$ cat src/rtl/alarm_annunciator_pkg.sv
// Shared level codes, state encoding and one-hot bit positions for the alarm annunciator.
package alarm_annunciator_pkg;

    localparam logic [1:0] LVL_OK   = 2'd0;
    localparam logic [1:0] LVL_REG  = 2'd1;
    localparam logic [1:0] LVL_CRIT = 2'd2;

    localparam int IDX_OK   = 0;
    localparam int IDX_REG  = 1;
    localparam int IDX_CRIT = 2;

    typedef enum logic [2:0] {
        S_OK       = 3'd0,
        S_REG      = 3'd1,
        S_CRIT     = 3'd2,
        S_CRIT_ACK = 3'd3,
        S_CRIT_MEM = 3'd4
    } state_t;

    // Non-critical state that matches a committed level (only used when lvl is not CRIT).
    function automatic state_t settle_state(input logic [1:0] lvl);
        return (lvl == LVL_REG) ? S_REG : S_OK;
    endfunction

endpackage

$ cat src/rtl/alarm_annunciator_level_filter.sv
// Decodes the one-hot alarm level and commits it only after it has been stable for PERSIST cycles.
module alarm_annunciator_level_filter
    import alarm_annunciator_pkg::*;
#(
    parameter int PERSIST = 4
) (
    input  logic       clk,
    input  logic       rst_n,
    input  logic [2:0] alarm_in,
    output logic [1:0] lvl,
    output logic       invalid
);

    localparam int CW = $clog2(PERSIST + 1);

    logic [1:0]    c;
    logic          bad;
    logic [1:0]    cand;
    logic [CW-1:0] cnt;
    logic [CW-1:0] n;

    // Map the one-hot input to a level code; anything not exactly one-hot is treated as critical.
    always_comb begin
        c   = LVL_CRIT;
        bad = 1'b0;
        if (alarm_in == (3'b001 << IDX_OK)) begin
            c = LVL_OK;
        end else if (alarm_in == (3'b001 << IDX_REG)) begin
            c = LVL_REG;
        end else if (alarm_in == (3'b001 << IDX_CRIT)) begin
            c = LVL_CRIT;
        end else begin
            bad = 1'b1;
        end
        n = (c == cand) ? cnt + 1'b1 : CW'(1);
    end

    // Persistence counter: any change of candidate restarts the count at one.
    always_ff @(posedge clk or negedge rst_n) begin
        if (!rst_n) begin
            lvl     <= LVL_OK;
            cand    <= LVL_OK;
            cnt     <= '0;
            invalid <= 1'b0;
        end else begin
            invalid <= bad;
            if (c == lvl) begin
                cnt <= '0;
            end else begin
                cand <= c;
                if (n == CW'(PERSIST)) begin
                    lvl <= c;
                    cnt <= '0;
                end else begin
                    cnt <= n;
                end
            end
        end
    end

endmodule

$ cat src/rtl/alarm_annunciator.sv
// Alarm annunciator: filtered level drives an LED/buzzer FSM with latched, acknowledgeable critical alarms.
module alarm_annunciator
    import alarm_annunciator_pkg::*;
#(
    parameter int PERSIST    = 4,
    parameter int BLINK_HALF = 8
) (
    input  logic       clk,
    input  logic       rst_n,
    input  logic [2:0] alarm_in,
    input  logic       ack,
    output logic       led_ok,
    output logic       led_reg,
    output logic       led_crit,
    output logic       buzzer,
    output logic [1:0] level_out,
    output logic       invalid
);

    localparam int BW = (BLINK_HALF > 1) ? $clog2(BLINK_HALF) : 1;

    logic [1:0]    lvl;
    state_t        state;
    state_t        state_nxt;
    logic [BW-1:0] blink_cnt;
    logic          blink;
    logic          blinking;

    alarm_annunciator_level_filter #(
        .PERSIST (PERSIST)
    ) u_filter (
        .clk      (clk),
        .rst_n    (rst_n),
        .alarm_in (alarm_in),
        .lvl      (lvl),
        .invalid  (invalid)
    );

    assign blinking = (state == S_CRIT) || (state == S_CRIT_MEM);

    // State register.
    always_ff @(posedge clk or negedge rst_n) begin
        if (!rst_n) begin
            state <= S_OK;
        end else begin
            state <= state_nxt;
        end
    end

    // Next-state logic; an unacknowledged critical event is remembered after the level drops.
    always_comb begin
        state_nxt = state;
        unique case (state)
            S_OK: begin
                if (lvl == LVL_REG)       state_nxt = S_REG;
                else if (lvl == LVL_CRIT) state_nxt = S_CRIT;
            end
            S_REG: begin
                if (lvl == LVL_OK)        state_nxt = S_OK;
                else if (lvl == LVL_CRIT) state_nxt = S_CRIT;
            end
            S_CRIT: begin
                if (lvl == LVL_CRIT) begin
                    if (ack) state_nxt = S_CRIT_ACK;
                end else begin
                    state_nxt = ack ? settle_state(lvl) : S_CRIT_MEM;
                end
            end
            S_CRIT_ACK: begin
                if (lvl != LVL_CRIT) state_nxt = settle_state(lvl);
            end
            S_CRIT_MEM: begin
                if (lvl == LVL_CRIT) state_nxt = S_CRIT;
                else if (ack)        state_nxt = settle_state(lvl);
            end
            default: state_nxt = S_OK;
        endcase
    end

    // Blink phase runs only while the alarm is unacknowledged and keeps its phase across CRIT/MEM moves.
    always_ff @(posedge clk or negedge rst_n) begin
        if (!rst_n) begin
            blink_cnt <= '0;
            blink     <= 1'b1;
        end else if (!blinking) begin
            blink_cnt <= '0;
            blink     <= 1'b1;
        end else if (blink_cnt == BW'(BLINK_HALF - 1)) begin
            blink_cnt <= '0;
            blink     <= ~blink;
        end else begin
            blink_cnt <= blink_cnt + 1'b1;
        end
    end

    // Indicator outputs decoded from the current state and blink phase.
    always_comb begin
        led_ok    = (state == S_OK);
        led_reg   = (state == S_REG);
        led_crit  = 1'b0;
        buzzer    = blinking;
        level_out = lvl;
        if (blinking)                 led_crit = blink;
        else if (state == S_CRIT_ACK) led_crit = 1'b1;
    end

endmodule

$ cat config.mk
export PLATFORM = sky130hd
export DESIGN_NAME = alarm_annunciator
export DESIGN_NICKNAME = d
export VERILOG_FILES = /design/src/rtl/alarm_annunciator_pkg.sv /design/src/rtl/alarm_annunciator_level_filter.sv /design/src/rtl/alarm_annunciator.sv
export SDC_FILE = /design/constraint.sdc
export NUM_CORES = 1
export LEC_CHECK = 0
export ABC_CLOCK_PERIOD_IN_PS = 2250
export BUFFER_PORTS_ARGS = -buffer_cell sky130_fd_sc_hd__buf_2
export CORE_UTILIZATION = 45
export CTS_CLUSTER_DIAMETER = 120
export CTS_CLUSTER_SIZE = 12
export DETAILED_ROUTE_END_ITERATION = 10
export PLACE_DENSITY = 0.64
export SYNTH_ARGS = -nofsm -noshare
export SYNTH_HDL_FRONTEND = slang
export SYNTH_SLANG_ARGS = --single-unit
$ cat constraint.sdc
create_clock -name clk -period 2.25 [get_ports clk]
set_input_delay 0.5625 -clock clk [delete_from_list [all_inputs] [get_ports clk]]
set_output_delay 0.5625 -clock clk [all_outputs]
set_load 0.02 [all_outputs]
==> metrics.log, run 1 <==
[metrics] DRT Wirelength: ~1.4 mm
[metrics] part of the power in registers: 0.407
[metrics] via count of the first global-routing pass: between 500 and 600
[metrics] Slowest-stage cell, CP: sky130_fd_sc_hd__dfrtp_1
[metrics] top flip-flop cell by instance count after synthesis: sky130_fd_sc_hd__dfrtp_1
[metrics] area of the die: 1950 um^2
[metrics] pin slew with the least headroom to its limit: between 0.3 and 0.4 ns
[metrics] area growth from synthesis to layout: 13.4%
[metrics] CTS HTree Levels: 1
[metrics] proportion of power drawn by combinational gates: 0.449
[metrics] I/O Buffers: 12
[metrics] fin worst setup slack: 0.304 ns
[metrics] Resize count post-CTS: 0
[metrics] sequential cell area in the final layout: around 380 um^2
[metrics] power per cell area: roughly 1200 nW/um^2
[metrics] power consumption: between 1 and 1.5 mW
[metrics] remaining antenna violation count after routing: 0
[metrics] FMAX: 514 MHz
[metrics] critical path's top delay family: flip-flops
[metrics] shortest period the worst path allows: slightly below 2 ns
[metrics] largest vdd supply drop: 0.624 mV
[metrics] portion of the post-synthesis area used by sequential elements: 0.470
[metrics] Horiz. Die Dim: around 44 um
[metrics] buffers inserted during post-CTS setup optimization: 0
[metrics] number of endpoints failing setup at the final stage: 0
[metrics] total inserted antenna cells: 0
[metrics] switching power: between 0.4 and 0.5 mW
[metrics] number of nets in the finished design: a little over 100
[metrics] non-filler instance count after layout: 107
[metrics] main area contributors after synthesis: sky130_fd_sc_hd__dfrtp_1 44%, sky130_fd_sc_hd__mux2_1 5.6%, sky130_fd_sc_hd__ha_1 4.7%
[metrics] total I/O pin count: 13
[metrics] DRC violations left: 0
[metrics] CTS clock-pin slew for the worst setup and hold paths: about 0.090 ns
[metrics] synthesis-stage register bit count: 15
[metrics] tightest hold margin: 0.158 ns
[metrics] leakage component of the power: around 0.44 nW
[metrics] footprint of the multi-input gates: between 400 and 500 um^2
[metrics] CP bufs+invs: 1
[metrics] Initial Utilization: 0.508
[metrics] share of the clock period used by the worst path: 0.865
[metrics] Data arrival, critical path: about 1.4 ns
[metrics] worst path required time: between 1.5 and 2 ns
[metrics] WL per Instance: ~13 um
[metrics] kind of start point of the critical path: flop
[metrics] Die Y: 44.2 um
[metrics] clock tree from TritonCTS: built
[metrics] Root Driver: sky130_fd_sc_hd__clkbuf_4
[metrics] Max Slew Vio Count: 0
[metrics] Vias per Instance: around 5.6
[metrics] number of clock sinks: 15
[metrics] setup skew after layout: ~0.0044 ns
[metrics] cells after synthesis: between 70 and 80
[metrics] global-route wire length before repair: approximately 2.4 mm
[metrics] dominant cell by count in the synthesized netlist: sky130_fd_sc_hd__dfrtp_1
[metrics] maximum number of pins on one net before global-route repair: 16
[metrics] top cell types by occurrence after synthesis: 14 x sky130_fd_sc_hd__dfrtp_1, 8 x sky130_fd_sc_hd__nor2_1, 4 x sky130_fd_sc_hd__and2_1, 4 x sky130_fd_sc_hd__mux2_1, 4 x sky130_fd_sc_hd__nand2b_1
[metrics] layout cell share with drive strength beyond 1: 0.231
[metrics] number of fillers in the final layout: 145
[metrics] Reg2Reg Depth: 5
[metrics] initial antenna violation count: 0
[metrics] per-instance average area after synthesis: ~11 um^2
[metrics] number of buffers between clock root and the deepest sink: 2
[metrics] GRT Residual Overflow: 0
[metrics] unrepaired setup endpoints after global routing: no
[metrics] fin util: 0.576
[metrics] number of nets produced by synthesis: between 80 and 90
[metrics] path category of the worst min-delay check: input pin to asynchronous set/reset pin
[metrics] Netlist cell types: 30
[metrics] Slowest Stage Delay on Critical Path: approximately 0.48 ns
[metrics] number of hold buffers added after CTS: 0
[metrics] clock share of power: 0.143
[metrics] via count: 602
[metrics] share of async-settable or async-resettable flops after synthesis: 1.00
[metrics] critical path class: flop to output pin
[metrics] switching power as a share of total power: 0.429
[metrics] Slew Limit Headroom: 0.764
[metrics] count of flip-flops with a built-in enable after synthesis: 0
[metrics] number of warnings issued by yosys: 0
[metrics] placed inst area: around 880 um^2
[metrics] result of the run: completed
[metrics] later-pin clock latency in the skew report: around 0.29 ns
[metrics] internal power: about 0.62 mW
[metrics] Fin. Hold Viols: 0
[metrics] minimum setup slack after placement: approximately 0.026 ns
[metrics] Layout Cell Area excl Fill: 908 um^2
[metrics] Met1 Routed Length: between 700 and 800 um
[metrics] Detail Route met2 WL: just over 600 um
[metrics] std cell rows: 14
[metrics] total half-perimeter wirelength after legalization and detailed placement: about 1.0 mm
[metrics] maxcap violations: 0
[metrics] biggest fanout along the worst timing path: 8
[metrics] total number of cells along the worst setup path: 3
[metrics] area fraction of the dominant cell type after synthesis: 0.438
[metrics] top routing layer in use: met4
[metrics] critical path capture point type: output pin
[metrics] total global-route track usage: 0.172
[metrics] drt initial violations: 6
[metrics] 1st-pass router iterations: 5
[metrics] Setup Total Neg Slack: 0 ns
[metrics] gpl congestion: ~0.83
[metrics] cells traversed along the worst timing path: xnor2_1 > nor2_1 > buf_2
[metrics] cell count after placement: between 100 and 150
[metrics] Core Region: 1580 um^2
[metrics] number of buffers added by the clock tree synthesis step: 3
[metrics] Cell Area, Synth: between 800 and 900 um^2
[metrics] cell accounting for the most synthesized area: sky130_fd_sc_hd__dfrtp_1
[metrics] Routed met3 length: approximately 22 um
[power groups by stage]
stage | logic, mW | registers [mW] | clock network [mW]
floorplan | 0.378 | 0.419 | 0
global placement | 0.485 | 0.449 | 0
detailed placement | 0.490 | 0.450 | 0
CTS | 0.495 | 0.443 | 0.164
global route | 0.551 | 0.458 | 0.171
finish | 0.492 | 0.446 | 0.157
[routing by layer]
layer  vias up  GRT usage
li1        303          -
met1       287      0.223
met2         8      0.262
met3         4     0.0245
met4         0      0.127
met5         -          0
[state kept, by name, indices dropped and copies added, names as in the netlist]
name,flops
blink_cnt,3
u_filter.invalid,1
state,3
u_filter.lvl,2
u_filter.cand,2
u_filter.cnt,3
blink,1
[final timing paths]
kind                                               from                           to  slack, ns
min in group clk                 blink_cnt[0]$_DFF_PN0_       blink_cnt[0]$_DFF_PN0_       0.44
max                                state[1]$_DFFE_PN0P_                       buzzer       0.30
min reg2reg                      blink_cnt[0]$_DFF_PN0_       blink_cnt[0]$_DFF_PN0_       0.44
max in group asynchronous                         rst_n            blink$_DFFE_PN1P_       1.80
min                                               rst_n         state[1]$_DFFE_PN0P_       0.16
max reg2reg                u_filter.cand[1]$_DFFE_PN0P_  u_filter.lvl[1]$_DFFE_PN0P_       0.33
[logic make-up after synthesis]
logic type,synth area share
muxes,0.0687
DFF,0.470
and+or+nand+nor,0.259
buffers and inverters,0.0188
xor gates and xnor gates,0.0438
adders and majority gates,0.0469
AOI/OAI and AO/OA,0.0922
[cells in the final DEF, fill, tap and decap left out, types with 2 or more instances in the layout]
master,Yosys,routed
sky130_fd_sc_hd__a21oi_1,3,3
sky130_fd_sc_hd__and2_1,4,4
sky130_fd_sc_hd__buf_2,0,12
sky130_fd_sc_hd__clkbuf_4,0,3
sky130_fd_sc_hd__dfrtp_1,14,14
sky130_fd_sc_hd__ha_1,3,3
sky130_fd_sc_hd__inv_1,2,2
sky130_fd_sc_hd__mux2_1,4,4
sky130_fd_sc_hd__nand2_1,3,3
sky130_fd_sc_hd__nand2b_1,4,4
sky130_fd_sc_hd__nand3_1,3,3
sky130_fd_sc_hd__nor2_1,8,8
sky130_fd_sc_hd__nor2b_1,2,2
sky130_fd_sc_hd__nor3b_1,2,2
sky130_fd_sc_hd__nor4_1,2,2
sky130_fd_sc_hd__o21ai_0,3,3
sky130_fd_sc_hd__xnor2_1,3,3
[layout make-up]
class	count	share of cell area
Tap cell	16	0.0220
Clock buffer	3	0.0248
Clock inverter	1	0.00551
Timing Repair Buffer	13	0.0744
Sequential cell	15	0.415
Multi-Input combinational cell	57	0.450
Inverter	2	0.00826
Note: power is estimated with default switching activity, not from simulation.
==> run 2, diff against run 1 <==
ABC_CLOCK_PERIOD_IN_PS = 2170   (was 2250)
GPL_ROUTABILITY_DRIVEN = 0   (was default)
RECOVER_POWER = 25   (was default)
clock period = 2.17 ns   (was 2.25 ns; I/O delays follow)
==> run 2 against run 1 <==
Worst hold slack improved by 0.15 ns. Die area unchanged. Core utilization grew 0.79 points. Via count rose by 0.66%. Setup slack got worse by 0.058 ns. Non-clock buffer count increased by 2. Global-route usage increased by 0.88 points. Clock skew barely moved. Final area rose by 1.4%. Wire length fell by 0.21%. Final cell count increased by 1.9%.
==> metrics.log, run 2 (synthesis results as in run 1) <==
[metrics] result of the run: completed
[metrics] 1st-pass router iterations: 6
[metrics] via count: 606
[metrics] setup skew after layout: between 0.004 and 0.005 ns
[metrics] clock tree from TritonCTS: built
[metrics] number of hold buffers added after CTS: 0
[metrics] biggest fanout along the worst timing path: 8
[metrics] remaining antenna violation count after routing: 0
[metrics] leakage component of the power: roughly 0.45 nW
[metrics] maximum number of pins on one net before global-route repair: 16
[metrics] std cell rows: 14
[metrics] leading cell type in the layout, fill and taps excluded: sky130_fd_sc_hd__dfrtp_1
[metrics] shortest period the worst path allows: between 1.5 and 2 ns
[metrics] Root Driver: sky130_fd_sc_hd__clkbuf_4
[metrics] Initial Utilization: 0.508
[metrics] top flop regs: blink_cnt: 3 flops, state: 3 flops, u_filter.cnt: 3 flops
[metrics] total half-perimeter wirelength after legalization and detailed placement: 1.08 mm
[metrics] share of the clock period used by the worst path: 0.887
[metrics] CTS HTree Levels: 1
[metrics] global-route wire length before repair: ~2.5 mm
[metrics] pin slew with the least headroom to its limit: a little under 0.8 ns
[metrics] area growth from synthesis to layout: 15.0%
[metrics] Core Region: between 1500 and 2000 um^2
[metrics] Reg-to-Reg Start: u_filter.cand[1]$_DFFE_PN0P_
[metrics] power consumption: ~1.1 mW
[metrics] FMAX: approximately 520 MHz
[metrics] Reg2Reg Depth: 5
[metrics] largest vdd supply drop: between 0.7 and 0.8 mV
[metrics] layout cell share with drive strength beyond 1: 0.226
[metrics] later-pin clock latency in the skew report: approximately 0.28 ns
[metrics] I/O Buffers: 12
[metrics] worst reg-to-reg setup slack: 0.25 ns
[metrics] fin worst setup slack: 0.246 ns
[metrics] cells traversed along the worst timing path: xnor2_1 > nor2_1 > buf_2
[metrics] unrepaired setup endpoints after global routing: no
[metrics] CTS clock-pin slew for the worst setup and hold paths: about 0.09 ns
[metrics] Vias per Instance: roughly 5.6
[metrics] critical path class: flop to output pin
[metrics] Data arrival, critical path: 1.38 ns
[metrics] maxcap violations: 0
[metrics] number of clock sinks: 15
[metrics] DRT Wirelength: 1.40 mm
[metrics] total inserted antenna cells: 0
[metrics] number of nets in the finished design: 103
[metrics] Layout Cell Area excl Fill: a little over 900 um^2
[metrics] total I/O pin count: 13
[metrics] number of buffers added by the clock tree synthesis step: 3
[metrics] drt initial violations: 5
[metrics] Slowest Stage Delay on Critical Path: 0.48 ns
[metrics] Setup Total Neg Slack: 0 ns
[metrics] total global-route track usage: 0.181
[metrics] Die Y: about 44 um
[metrics] worst path required time: 1.63 ns
[metrics] kind of start point of the critical path: flop
[metrics] Resize count post-CTS: 0
[metrics] path category of the worst min-delay check: input pin to asynchronous set/reset pin
[metrics] minimum setup slack after placement: -0.0119 ns
[metrics] Horiz. Die Dim: approximately 44 um
[metrics] buffers inserted during post-CTS setup optimization: 0
[metrics] via count of the first global-routing pass: approximately 560
[metrics] power per cell area: roughly 1200 nW/um^2
[metrics] Fin. Hold Viols: 0
[metrics] WL per Instance: between 10 and 15 um
[metrics] DRC violations left: 0
[metrics] placed inst area: approximately 900 um^2
[metrics] Slowest-stage cell, CP: sky130_fd_sc_hd__dfrtp_1
[metrics] Slew Limit Headroom: 0.481
[metrics] initial antenna violation count: 0
[metrics] area of the die: a little under 2000 um^2
[metrics] number of buffers between clock root and the deepest sink: 2
[metrics] commonest cells after routing, fill and taps aside: 14 x sky130_fd_sc_hd__dfrtp_1, 11 x sky130_fd_sc_hd__buf_2, 8 x sky130_fd_sc_hd__nor2_1
[metrics] Max Slew Vio Count: 0
[metrics] GRT Residual Overflow: 0
[metrics] reg2reg end: u_filter.lvl[1]$_DFFE_PN0P_
[metrics] critical path capture point type: output pin
[metrics] number of endpoints failing setup at the final stage: 0
==> run 2: metrics by stage <==
stage | cells | util | hold slack, ns
after detailed placement | 105 | 0.568 | 0.434
after CTS | 109 | 0.585 | 0.148
after global routing | 109 | 0.584 | 0.377
after global placement | 105 | 0.568 | 0.441
final | 109 | 0.584 | 0.308
after floorplan | 76 | - | 0.247
==> run 2: area by class of cell <==
class	count	area, um^2
Clock buffer	4	26.3
Fill cell	152	656
Inverter	2	7.51
Multi-Input combinational cell	57	409
Sequential cell	15	377
Tap cell	16	20.0
Timing Repair Buffer	15	81.3
==> run 2: power by group <==
group          switching (mW)  leakage (nW)  total [mW]  internal, mW
clock                  0.0848        0.0150       0.156        0.0713
combinational           0.296         0.242       0.514         0.219
sequential              0.100         0.190       0.463         0.363
total                   0.481         0.447        1.13         0.653
==> run 2: worst max path at each step <==
stage,start,to,slack (ns),cells past startpoint
detailed placement,alarm_in[0],u_filter.lvl[1]$_DFFE_PN0P_,-0.01,6
global placement,alarm_in[0],u_filter.lvl[0]$_DFFE_PN0P_,0.05,6
floorplan,alarm_in[0],u_filter.lvl[0]$_DFFE_PN0P_,0.20,5
global route,state[2]$_DFFE_PN0P_,buzzer,0.11,3
finish,state[1]$_DFFE_PN0P_,buzzer,0.25,3
CTS,u_filter.cand[1]$_DFFE_PN0P_,u_filter.lvl[1]$_DFFE_PN0P_,0.24,5
==> run 2: critical path: cells and delay by family, from the launching register on <==
kind	cells	cell delay, ns
XOR/XNOR	1	0.20
flip-flops	1	0.48
AND/OR/NAND/NOR	1	0.22
buffers and inverters	1	0.21
==> run 2: layer usage <==
metal / part of all wire / wire length [um] / global-route usage
met5: 0 / 0 / 0
met4: 0.014 / 20 / 0.0909
met3: 0.041 / 58 / 0.0653
met1: 0.51 / 714 / 0.241
met2: 0.43 / 607 / 0.259
